==> src/rtl/instr_fetch_unit_if.sv <==
// Fetch-unit bus bundle: branch redirect, imem request/response and decode-side instruction queue.
// master = fetch unit, slave = surrounding pipeline / instruction memory.
interface instr_fetch_unit_if;
    logic        redirect_valid;
    logic [31:0] redirect_pc;
    logic        imem_req_valid;
    logic [31:0] imem_req_addr;
    logic        imem_req_ready;
    logic        imem_rsp_valid;
    logic [31:0] imem_rsp_data;
    logic        inst_valid;
    logic [31:0] inst_data;
    logic [31:0] inst_pc;
    logic        inst_ready;
    logic        misalign_fault;

    modport master (
        input  redirect_valid, redirect_pc, imem_req_ready, imem_rsp_valid, imem_rsp_data, inst_ready,
        output imem_req_valid, imem_req_addr, inst_valid, inst_data, inst_pc, misalign_fault
    );

    modport slave (
        output redirect_valid, redirect_pc, imem_req_ready, imem_rsp_valid, imem_rsp_data, inst_ready,
        input  imem_req_valid, imem_req_addr, inst_valid, inst_data, inst_pc, misalign_fault
    );
endinterface

==> src/rtl/instr_fetch_unit.sv <==
// PC register + credit-based instruction fetch with a small in-order queue toward decode.
// Optional FETCH_ALIGN_CHECK_EN: misaligned redirect target raises a sticky fault and halts fetch.
module instr_fetch_unit #(
    parameter logic [31:0] RESET_PC = 32'h0000_0000,
    parameter int          IQ_DEPTH = 2
) (
    input  logic               clk,
    input  logic               rst,
    instr_fetch_unit_if.master bus
);
    localparam int             PTR_W   = $clog2(IQ_DEPTH);
    localparam int             CNT_W   = PTR_W + 1;
    localparam logic [CNT_W:0] DEPTH_V = (CNT_W + 1)'(IQ_DEPTH);

    localparam logic [1:0] ST_RUN   = 2'd0;
    localparam logic [1:0] ST_FLUSH = 2'd1;
`ifdef FETCH_ALIGN_CHECK_EN
    localparam logic [1:0] ST_HALT  = 2'd2;
`endif

    logic [1:0]       state;
    logic [31:0]      fetch_pc;
    logic [CNT_W-1:0] outstanding;
    logic [CNT_W-1:0] drop_cnt;
    logic [CNT_W-1:0] q_cnt;
    logic [PTR_W-1:0] q_hd;
    logic [PTR_W-1:0] q_tl;
    logic [PTR_W-1:0] t_rd;
    logic [PTR_W-1:0] t_wr;
    logic [31:0]      q_data [IQ_DEPTH];
    logic [31:0]      q_pc   [IQ_DEPTH];
    logic [31:0]      tag_pc [IQ_DEPTH];

    logic             run;
    logic             redir;
    logic             credit;
    logic             req_valid;
    logic             accept;
    logic             rsp;
    logic             q_wr;
    logic             q_pop;
    logic [31:0]      target;
    logic [CNT_W-1:0] drop_next;

    assign run    = (state == ST_RUN);
    assign redir  = bus.redirect_valid;
    // Queue slots are reserved at request time so a response can never find the queue full.
    assign credit = ({1'b0, outstanding} + {1'b0, q_cnt}) < DEPTH_V;
    assign req_valid = run & credit & ~redir & ~rst;
    assign accept = req_valid & bus.imem_req_ready;
    // Responses with nothing outstanding belong to requests issued before a reset: ignore them.
    assign rsp    = bus.imem_rsp_valid & (outstanding != '0);
    assign q_wr   = run & rsp & ~redir;
    assign q_pop  = (q_cnt != '0) & bus.inst_ready & ~redir;
    assign drop_next = (run ? outstanding : drop_cnt) - CNT_W'(rsp);

`ifdef FETCH_ALIGN_CHECK_EN
    logic misalign;
    logic fault;
    assign target   = bus.redirect_pc;
    assign misalign = (bus.redirect_pc[1:0] != 2'b00);
`else
    assign target   = bus.redirect_pc & 32'hFFFF_FFFC;
`endif

    always_ff @(posedge clk or posedge rst) begin
        if (rst) begin
            state       <= ST_RUN;
            fetch_pc    <= RESET_PC;
            outstanding <= '0;
            drop_cnt    <= '0;
`ifdef FETCH_ALIGN_CHECK_EN
            fault       <= 1'b0;
`endif
        end else begin
            case (state)
                ST_RUN, ST_FLUSH: begin
                    if (redir) begin
                        fetch_pc    <= target;
                        outstanding <= outstanding - CNT_W'(rsp);
                        drop_cnt    <= drop_next;
                        state       <= (drop_next == '0) ? ST_RUN : ST_FLUSH;
`ifdef FETCH_ALIGN_CHECK_EN
                        if (misalign) begin
                            state <= ST_HALT;
                            fault <= 1'b1;
                        end
`endif
                    end else begin
                        outstanding <= outstanding + CNT_W'(accept) - CNT_W'(rsp);
                        if (accept)
                            fetch_pc <= fetch_pc + 32'd4;
                        // In FLUSH every response is a stale one being drained.
                        if (!run && rsp) begin
                            drop_cnt <= drop_cnt - 1'b1;
                            if (drop_cnt == CNT_W'(1))
                                state <= ST_RUN;
                        end
                    end
                end
                default: ;
            endcase
        end
    end

    // Instruction queue plus the PC-tag FIFO that pairs each in-order response with its request.
    always_ff @(posedge clk or posedge rst) begin
        if (rst) begin
            q_hd  <= '0;
            q_tl  <= '0;
            q_cnt <= '0;
            t_rd  <= '0;
            t_wr  <= '0;
            for (int i = 0; i < IQ_DEPTH; i++) begin
                q_data[i] <= '0;
                q_pc[i]   <= '0;
                tag_pc[i] <= '0;
            end
        end else if (redir) begin
            q_hd  <= '0;
            q_tl  <= '0;
            q_cnt <= '0;
            t_rd  <= '0;
            t_wr  <= '0;
        end else begin
            if (accept) begin
                tag_pc[t_wr] <= fetch_pc;
                t_wr         <= t_wr + 1'b1;
            end
            if (q_wr) begin
                q_data[q_tl] <= bus.imem_rsp_data;
                q_pc[q_tl]   <= tag_pc[t_rd];
                q_tl         <= q_tl + 1'b1;
                t_rd         <= t_rd + 1'b1;
            end
            if (q_pop)
                q_hd <= q_hd + 1'b1;
            q_cnt <= q_cnt + CNT_W'(q_wr) - CNT_W'(q_pop);
        end
    end

    assign bus.imem_req_valid = req_valid;
    assign bus.imem_req_addr  = fetch_pc;
    assign bus.inst_valid     = (q_cnt != '0);
    assign bus.inst_data      = q_data[q_hd];
    assign bus.inst_pc        = q_pc[q_hd];
`ifdef FETCH_ALIGN_CHECK_EN
    assign bus.misalign_fault = fault;
`else
    assign bus.misalign_fault = 1'b0;
`endif
endmodule

==> src/flat_wrapper.sv <==
// flat-port wrapper written by rule: the top's interface ports become plain ports
module instr_fetch_unit_flat 
#(
    parameter logic [31:0] RESET_PC = 32'h0000_0000,
    parameter int          IQ_DEPTH = 2
)
  (clk, rst, bus_redirect_valid, bus_redirect_pc, bus_imem_req_ready, bus_imem_rsp_valid, bus_imem_rsp_data, bus_inst_ready, bus_imem_req_valid, bus_imem_req_addr, bus_inst_valid, bus_inst_data, bus_inst_pc, bus_misalign_fault);
  instr_fetch_unit_if bus_i ();
  input  logic clk;
  input  logic rst;
  input wire logic [$bits(bus_i.redirect_valid)-1:0] bus_redirect_valid;
  input wire logic [$bits(bus_i.redirect_pc)-1:0] bus_redirect_pc;
  input wire logic [$bits(bus_i.imem_req_ready)-1:0] bus_imem_req_ready;
  input wire logic [$bits(bus_i.imem_rsp_valid)-1:0] bus_imem_rsp_valid;
  input wire logic [$bits(bus_i.imem_rsp_data)-1:0] bus_imem_rsp_data;
  input wire logic [$bits(bus_i.inst_ready)-1:0] bus_inst_ready;
  output wire logic [$bits(bus_i.imem_req_valid)-1:0] bus_imem_req_valid;
  output wire logic [$bits(bus_i.imem_req_addr)-1:0] bus_imem_req_addr;
  output wire logic [$bits(bus_i.inst_valid)-1:0] bus_inst_valid;
  output wire logic [$bits(bus_i.inst_data)-1:0] bus_inst_data;
  output wire logic [$bits(bus_i.inst_pc)-1:0] bus_inst_pc;
  output wire logic [$bits(bus_i.misalign_fault)-1:0] bus_misalign_fault;
  assign bus_i.redirect_valid = bus_redirect_valid;
  assign bus_i.redirect_pc = bus_redirect_pc;
  assign bus_i.imem_req_ready = bus_imem_req_ready;
  assign bus_i.imem_rsp_valid = bus_imem_rsp_valid;
  assign bus_i.imem_rsp_data = bus_imem_rsp_data;
  assign bus_i.inst_ready = bus_inst_ready;
  assign bus_imem_req_valid = bus_i.imem_req_valid;
  assign bus_imem_req_addr = bus_i.imem_req_addr;
  assign bus_inst_valid = bus_i.inst_valid;
  assign bus_inst_data = bus_i.inst_data;
  assign bus_inst_pc = bus_i.inst_pc;
  assign bus_misalign_fault = bus_i.misalign_fault;
  instr_fetch_unit #(.RESET_PC(RESET_PC), .IQ_DEPTH(IQ_DEPTH)) u_core (.clk(clk), .rst(rst), .bus(bus_i));
endmodule
==> config.mk <==
export PLATFORM = sky130hd
export DESIGN_NAME = instr_fetch_unit_flat
export DESIGN_NICKNAME = d
export VERILOG_FILES = /design/src/rtl/instr_fetch_unit_if.sv /design/src/rtl/instr_fetch_unit.sv /design/src/flat_wrapper.sv
export SDC_FILE = /design/constraint.sdc
export NUM_CORES = 1
export LEC_CHECK = 0
export BUFFER_PORTS_ARGS = -buffer_cell sky130_fd_sc_hd__buf_2
export CAP_MARGIN = 20
export CORE_ASPECT_RATIO = 0.6
export CORE_MARGIN = 1.5
export CORE_UTILIZATION = 45
export DETAILED_ROUTE_END_ITERATION = 12
export PLACE_DENSITY = 0.74
export SKIP_CTS_REPAIR_TIMING = 1
export SYNTH_ARGS = -nofsm -noshare
export SYNTH_HDL_FRONTEND = slang
export SYNTH_SLANG_ARGS = --single-unit
==> constraint.sdc <==
create_clock -name clk -period 20.6 [get_ports clk]
set_clock_uncertainty 0.05 [all_clocks]
set_input_delay 3.09 -clock clk [delete_from_list [all_inputs] [get_ports clk]]
set_output_delay 3.09 -clock clk [all_outputs]
set_load 0.01 [all_outputs]
; Word-level counts from Yosys, hierarchy flattened
; Index checks and enable logic that the tools add are counted.
[word_totals]
reg_bits = 236
latch_bits = 0
ram_bits = 0
romBits = 0
input_bits = 70
out_inout_bits = 99
elab_cells = 106
memories = 0
[classes]
n_addsub = 13
multipliers = 0
n_div = 0
order_cmp = 7
n_eq_ne = 2
shift = 0
n_mux = 35
bitwise_logic = 15
reduce_logical = 19
[op_table]
columns = operator, count
row1 = two-way mux 32 bit, 13
row2 = bitwise mux 64 bit, 3
row3 = demux 32 bit (select 1 bit), 2
row4 = "adder 32 x 3 -> 32 bit, second input constant", 1
row5 = two-way mux 2 bit, 8
row6 = nonzero test 2 bit, 7
row7 = bitwise AND 1 bit, 9
row8 = two-way mux 1 bit, 9
row9 = ">= comparator 2 bit, second input constant", 4
row10 = NOT 1 -> 2 bit, 4
row11 = AND reduction 2 bit, 4
row12 = subtractor 2 x 1 -> 2 bit, 4
row13 = "adder 1 bit, second input constant", 4
row14 = adder 2 x 1 -> 2 bit, 2
row15 = "== test 2 x 1 -> 1 bit, second input constant", 2
row16 = logical NOT 2 bit, 2
row17 = "less-than comparator 2 x 1 -> 1 bit, second input constant", 2
row18 = adder 2 x 2 -> 3 bit, 1
row19 = logical AND 1 bit, 3
row20 = "less-than comparator 3 x 2 -> 1 bit, second input constant", 1
row21 = AND reduction 3 bit, 1
row22 = NOT 1 bit, 2
row23 = OR reduction 2 bit, 1
row24 = "subtractor 2 x 1 -> 2 bit, second input constant", 1
row25 = logical NOT 1 bit, 1

; Longest topological paths before layout
; Gate-level depths: netlist of run 1.
[depth]
word_depth = 9
ltp_mapped = 11
ltp_nobuf = 9

; Least setup slack after synthesis of run 1
; Ideal clock, no wire load.
[synth_path]
path_type = input to output
startpoint = input port rst
endpoint = output port bus_imem_req_valid
arrival_ns = 3.531
required_time_ns = 17.460
setup_slack_ns = 13.929
path_stages = 2
path_buffers = 0
cell_sequence = nor3_1 and2_1
[synth_via]
elab_chain_cells = 2
[synth_lines]
columns = item, line_no
row1 = start: declaration, flat_wrapper.sv:10  ; input logic rst;
row2 = NOT 1 bit, instr_fetch_unit.sv:49  ; assign req_valid = run & credit & ~redir & ~rst;
row3 = bitwise AND 1 bit, instr_fetch_unit.sv:49
row4 = end: declaration, flat_wrapper.sv:17  ; output wire logic [$bits(bus_i.imem_req_valid)-1:0] bus_imem_req_valid;
; No other way between the ends.

; Final worst setup path of run 1
[layout_path]
startpoint = input port bus_redirect_valid
endpoint = output port bus_imem_req_valid
[layout_via]
elab_chain_cells = 3
[layout_lines]
columns = item, line_no
row1 = start: declaration, flat_wrapper.sv:11  ; input wire logic [$bits(bus_i.redirect_valid)-1:0] bus_redirect_valid;
row2 = NOT 1 bit (no source line), -
row3 = bitwise AND 1 bit (2 in a row), instr_fetch_unit.sv:49
; No other way between the ends.

==> flow_summary.json, run 1 <==
{
  "status": "finished clean",
  "yosysWarnings": 0,
  "final.setup.tns_ns": 0,
  "ioPinCount": 169,
  "slew_viol_final": 0,
  "coreArea_um2": 22200,
  "yosys-top-cells-count": "225 x dfrtp_1, 183 x mux2_2, 77 x nand2_1",
  "critPathKind": "in -> out",
  "arrival_ns": 4.17,
  "netlist_area_um2": 10200,
  "routed_via_density": 5.35,
  "clockBufferDepth": 3,
  "cp_common_cell": "buf_2",
  "async_reset_ff_share_pct": 100,
  "r2r_slack_ns": 17.01,
  "seq_area_frac_synth_pct": 55.1,
  "p_per_area_nw_per_um2": 129,
  "period_minus_slack_ns": 7.31,
  "netlist_instances": 850,
  "synth_enable_flop_cells": 0,
  "cts.sinks": 225,
  "endpoint": "bus_imem_req_valid",
  "ys.flop_type": "dfrtp_1",
  "overflow": 0,
  "io_buffers": 161,
  "tritoncts": "built",
  "crit_start": "bus_redirect_valid",
  "max_freq_mhz": 137,
  "crit_chain": "buf_2 > buf_4 > nor2_1 > and2_1 > buf_2",
  "die-area_um2": 23700,
  "ant_nets": 0,
  "nets": 1069,
  "rows": 42,
  "dieHeight_um": 120,
  "drt_iter0_markers": 425,
  "worst_pin_slew_ns": 1.13,
  "start_util_pct": 46.1,
  "start_kind": "primary input",
  "drive_gt1_share_pct": 40.0,
  "numCtsBuffers": 22,
  "crit_cells": 5,
  "synth.top_cell.area_share_pct": 55.1,
  "vias": 7027,
  "syn2layout_area_growth_pct": 16.8,
  "post-route-period-util_pct": 35.5,
  "hold_violations": 0,
  "drt-pass1-iter-count": 5,
  "htree_levels": 1,
  "n_fill_cell": 1961,
  "worstHoldPathType": "reg -> reg",
  "max_stage_delay_ns": 0.51,
  "die_w_um": 198,
  "route.detailed.wl_per_inst_um": 17.2,
  "hold_slack_ns": 0.422,
  "clk_latency_ns": 0.50,
  "grt_max_degree": 93,
  "grt_pass1_wl_mm": 36.7,
  "clockRootBuffer": "clkbuf_16",
  "seq_area_um2": 5630,
  "p_leak_nw": 5.59,
  "dpl.hpwl_mm": 14.6,
  "r2r_start": "u_core.outstanding[0]$_DFF_PP0_",
  "syn_avg_cell_area_um2": 12.0,
  "synth_seq_cells": 225,
  "ir_drop_mv": 0.0509,
  "yosysUniqueCellTypes": 49,
  "setup_violations": 0,
  "antenna_found_initial": 0,
  "synthSimpleGateAreaFrac_pct": 8.82,
  "crit_slowest_cell": "buf_4",
  "cts.reportedPaths.clkPinSlew_ns": 0.06,
  "drc_errors": 0,
  "synth_xor_xnor_area_share_pct": 1.80,
  "ys_top_cells_by_area": "dfrtp_1 55%, mux2_2 20%, mux2i_1 3.2%",
  "synthMuxAreaShare_pct": 23.4,
  "synth_compound_area_share_pct": 6.58,
  "crit_buf_inv": 3,
  "cap_violations": 0,
  "drt_wl_total_mm": 22.6,
  "grt_usage_pct": 19.5,
  "grt_pass1_vias": 6809,
  "worstReg2RegEnd": "u_core.tag_pc[27]$_DFFE_PP0P_",
  "synth_top_cell_by_area": "dfrtp_1",
  "cp_max_fo": 68,
  "critical_path_required_ns": 17.46,
  "rsz0062_at_grt": "false",
  "diodes": 0,
  "r2r_cells": 10,
  "crit_family": "buffers and inverters",
  "finalWeightedCongestion": 0.780,
  "yosys.area_share.adder_pct": 1.05,
  "relSlewSlack_pct": 24.2,
  "synthMostInstantiatedCell": "dfrtp_1",
  "synth_top_family_by_area": "multiplexers",
  "multi_input_area_um2": 4290,
  "crit_path_end_kind": "primary output"
}
==> through the flow <==
stage,instance area (um2),setup WS [ns],utilization (%),power (mW),instances
after detailed placement,11200,13.26,50.7,1.16,1275
final,11900,13.29,53.9,1.54,1314
after CTS,11900,13.26,53.9,1.56,1314
after floorplan,10200,11.30,-,0.995,854
after global routing,11900,13.16,53.9,1.64,1314
after global placement,11200,13.30,50.7,1.14,1275
==> metal layers <==
| layer | vias to the layer above | global-route usage [%] | share of wire (%) |
|---|---|---|---|
| met2 | 203 | 28.7 | 42 |
| met5 | - | 0 | 0 |
| met3 | 27 | 4.05 | 5.8 |
| met4 | 0 | 3.39 | 1.2 |
| met1 | 3525 | 29.9 | 51 |
| li1 | 3272 | - | - |
==> power breakdown <==
group          internal (mW)  leakage [nW]  switching (mW)
logic                  0.244          2.35           0.213
registers              0.590          2.89          0.0972
clock network          0.224         0.345           0.172
total                   1.06          5.59           0.483
==> worst reg2reg max path: cells and delay by family, from the launching register on <==
| kind | cells | cell delay (ns) |
|---|---|---|
| AND/OR/NAND/NOR | 4 | 1.36 |
| flip-flops | 1 | 0.37 |
| multiplexers | 1 | 0.31 |
| buffers and inverters | 4 | 0.95 |
| adder cells (fa/ha/maj) | 1 | 0.43 |
==> cell usage in the layout, fill, tap and decap left out, drive strengths merged, types with 6 or more instances in the layout <==
| cell type | n |
|---|---|
| a21oi | 40 |
| nor2 | 55 |
| nand3 | 14 |
| o211ai | 6 |
| nor3 | 8 |
| o21ai | 53 |
| inv | 14 |
| xor2 | 13 |
| mux2i | 33 |
| ha | 7 |
| nand4 | 13 |
| buf | 171 |
| xnor2 | 8 |
| mux2 | 183 |
| dfrtp | 225 |
| nand2 | 77 |
| clkbuf | 29 |
==> cell families (layout without fill, tap and decap cells) <==
group | count (synthesis) | count (layout)
other cells | 1 | 5
flops | 225 | 225
simple gates | 191 | 191
fa+ha+maj | 8 | 8
mux | 216 | 216
xor+xnor | 21 | 21
compound gates | 119 | 119
buf+inv | 69 | 221
==> layout make-up <==
class,count,share of cell area [%]
inverters,11,0.408
well taps,308,3.23
repair buffers,171,7.37
flip-flops and latches,225,47.1
multi-input cells,560,35.9
clock buffers,29,5.09
clock inverters,10,0.838
==> worst min-delay path by stage <==
stage                                           start  cells past startpoint                          end
after global routing      u_core.q_pc[26]$_DFFE_PP0P_                      2  u_core.q_pc[26]$_DFFE_PP0P_
final                      u_core.q_pc[8]$_DFFE_PP0P_                      2   u_core.q_pc[8]$_DFFE_PP0P_
after global placement    u_core.q_pc[27]$_DFFE_PP0P_                      2  u_core.q_pc[27]$_DFFE_PP0P_
after CTS                  u_core.q_pc[8]$_DFFE_PP0P_                      2   u_core.q_pc[8]$_DFFE_PP0P_
after floorplan           u_core.q_pc[10]$_DFFE_PP0P_                      2  u_core.q_pc[10]$_DFFE_PP0P_
after detailed placement  u_core.q_pc[30]$_DFFE_PP0P_                      2  u_core.q_pc[30]$_DFFE_PP0P_
==> sequential cells by signal, indices dropped and copies added (netlist names), 2 cells and up <==
signal and flops:
u_core.tag_pc 60, u_core.drop_cnt 2, u_core.outstanding 2, u_core.q_cnt 2, u_core.q_pc 60, u_core.bus.imem_req_addr 30, u_core.q_data 64
Note: power is estimated with default switching activity, not from simulation.
==> run 2, diff against run 1 <==
PLACE_DENSITY = 0.77   (was 0.74)
clock period = 6.6 ns   (was 20.6 ns; I/O delays follow)
==> run 2 against run 1 <==
- sequential share of layout area fell by 0.25 points
- non-clock buffer count rose by 1
- combinational power rose to 3.1 times the previous value
- flip-flop and latch count did not move
- critical endpoint is now u_core.tag_pc[30]$_DFFE_PP0P_
==> flow_summary.json, run 2 (synthesis gave the netlist of run 1 again) <==
{
  "status": "finished clean",
  "slew_viol_final": 0,
  "cp_max_fo": 25,
  "start_kind": "register",
  "drt_iter0_markers": 458,
  "cts.reportedPaths.clkPinSlew_ns": 0.06,
  "critPathKind": "reg -> reg",
  "drt_wl_total_mm": 22.7,
  "dieHeight_um": 120,
  "power_frac_clock_pct": 26.6,
  "max_freq_mhz": 272,
  "worstHoldPathType": "reg -> reg",
  "cts.sinks": 225,
  "finalWeightedCongestion": 0.758,
  "die_w_um": 198,
  "final.setup.tns_ns": 0,
  "route.detailed.wl_per_inst_um": 17.3,
  "crit_slowest_cell": "nand2_1",
  "cap_violations": 0,
  "overflow": 0,
  "start_util_pct": 46.1,
  "die-area_um2": 23700,
  "nets": 1070,
  "seqPwrFrac_pct": 44.3,
  "period_minus_slack_ns": 3.68,
  "tritoncts": "built",
  "grt_max_degree": 93,
  "internal_power_mw": 3.38,
  "antenna_found_initial": 0,
  "htree_levels": 1,
  "ioPinCount": 169,
  "worstReg2RegEnd": "u_core.tag_pc[30]$_DFFE_PP0P_",
  "clk_latency_ns": 0.50,
  "mostFrequentLayoutCells": "223 x dfrtp_1, 183 x mux2_2, 161 x buf_2",
  "relSlewSlack_pct": 28.7,
  "arrival_ns": 4.01,
  "syn2layout_area_growth_pct": 17.5,
  "clockBufferDepth": 3,
  "p_leak_nw": 5.62,
  "crit_family": "simple AND/OR/NAND/NOR gates",
  "crit_buf_inv": 4,
  "drc_errors": 0,
  "p_per_area_nw_per_um2": 405,
  "largest_register_ffs": 64,
  "diodes": 0,
  "clockRootBuffer": "clkbuf_16",
  "crit_chain": "inv_1 > nor2_1 > fa_1 > nor3_1 > nand3_2 > inv_1 > buf_4 > nand2_1 > buf_4 > mux2_2",
  "numCtsBuffers": 22,
  "post-route-cell-area_um2": 12000,
  "layout_commonest_cell": "dfrtp_1",
  "drt-pass1-iter-count": 4,
  "rows": 42,
  "io_buffers": 161,
  "drive_gt1_share_pct": 40.0,
  "min_from": "u_core.q_pc[23]$_DFFE_PP0P_",
  "n_fill_cell": 1926,
  "hold_depth": 2,
  "setup_violations": 0,
  "placed_cell_area_um2": 11200,
  "largest_register": "u_core.q_data",
  "worst_pin_slew_ns": 1.07,
  "r2r_start": "u_core.outstanding[0]$_DFF_PP0_",
  "ant_nets": 0,
  "coreArea_um2": 22200,
  "ir_drop_mv": 0.188,
  "max_stage_delay_ns": 0.54,
  "pwr-share-comb_pct": 29.1,
  "fin_ws_ns": 2.92,
  "holdPathEnd": "u_core.q_pc[23]$_DFFE_PP0P_",
  "pre_cts_ws_ns": 2.73,
  "grt_usage_pct": 19.5,
  "reg_top3": "u_core.q_data (64), u_core.q_pc (60), u_core.tag_pc (60)",
  "grt_pass1_vias": 6851,
  "crit_path_end_kind": "register",
  "r2r_cells": 10,
  "vias": 7020,
  "hold_violations": 0,
  "rsz0062_at_grt": "false",
  "fin_util_pct": 54.2,
  "r2r_slack_ns": 2.92,
  "routed_via_density": 5.34,
  "post-route-period-util_pct": 55.8,
  "power_switching_mw": 1.49,
  "crit_start": "u_core.outstanding[0]$_DFF_PP0_",
  "critical_path_required_ns": 6.92,
  "dpl.hpwl_mm": 14.9,
  "grt_pass1_wl_mm": 36.9,
  "sw_frac_of_total_pct": 30.6
}
[run 2: per-stage QoR]
step | total power [mW] | hold slack [ns] | instances
global route | 5.17 | 0.445 | 1315
detailed placement | 3.60 | 0.414 | 1275
global placement | 3.54 | 0.406 | 1275
CTS | 4.92 | 0.429 | 1314
finish | 4.87 | 0.427 | 1315
floorplan | 3.11 | 0.394 | 854
[run 2: layout make-up]
| cell class | instances | area, um2 | share of cell area, % |
|---|---|---|---|
| inverter | 11 | 45.0 | 0.375 |
| multi-input combinational | 560 | 4290 | 35.7 |
| sequential | 225 | 5630 | 46.9 |
| timing repair buffer | 172 | 908 | 7.56 |
| clock inverter | 6 | 83.8 | 0.698 |
| tap | 308 | 385 | 3.21 |
| clock buffer | 33 | 663 | 5.52 |
[run 2: worst max path at each step]
stage,to,slack (ns),depth (start not counted)
3_5_place_dp,u_core.tag_pc[30]$_DFFE_PP0P_,2.73,8
3_3_place_gp,u_core.tag_pc[21]$_DFFE_PP0P_,2.77,8
4_1_cts,u_core.tag_pc[30]$_DFFE_PP0P_,2.87,10
6_report,u_core.tag_pc[30]$_DFFE_PP0P_,2.92,10
5_1_grt,u_core.tag_pc[31]$_DFFE_PP0P_,2.59,10
2_1_floorplan,u_core.bus.imem_req_addr[10]$_DFFE_PP0P_,2.62,1
[run 2: power by group through the flow]
stage	Clock (mW)	Combinational, mW	Sequential (mW)
5_1_grt	1.39	1.56	2.22
6_report	1.30	1.42	2.16
3_5_place_dp	0	1.43	2.18
2_1_floorplan	0	1.05	2.05
4_1_cts	1.33	1.44	2.15
3_3_place_gp	0	1.40	2.15
[run 2: per-layer routing]
layer | part of all wire [%] | GRT usage, % | vias to the layer above
met2 | 43 | 29.4 | 195
li1 | - | - | 3279
met3 | 6.1 | 3.74 | 24
met1 | 50 | 29.6 | 3522
met5 | 0 | 0 | -
met4 | 1.4 | 3.34 | 0
[run 2: worst min-delay path, cell delays in order, from the launching register on]
cell,delay [ns]
dfrtp_1,0.34
nand2_1,0.04
o21ai_0,0.06
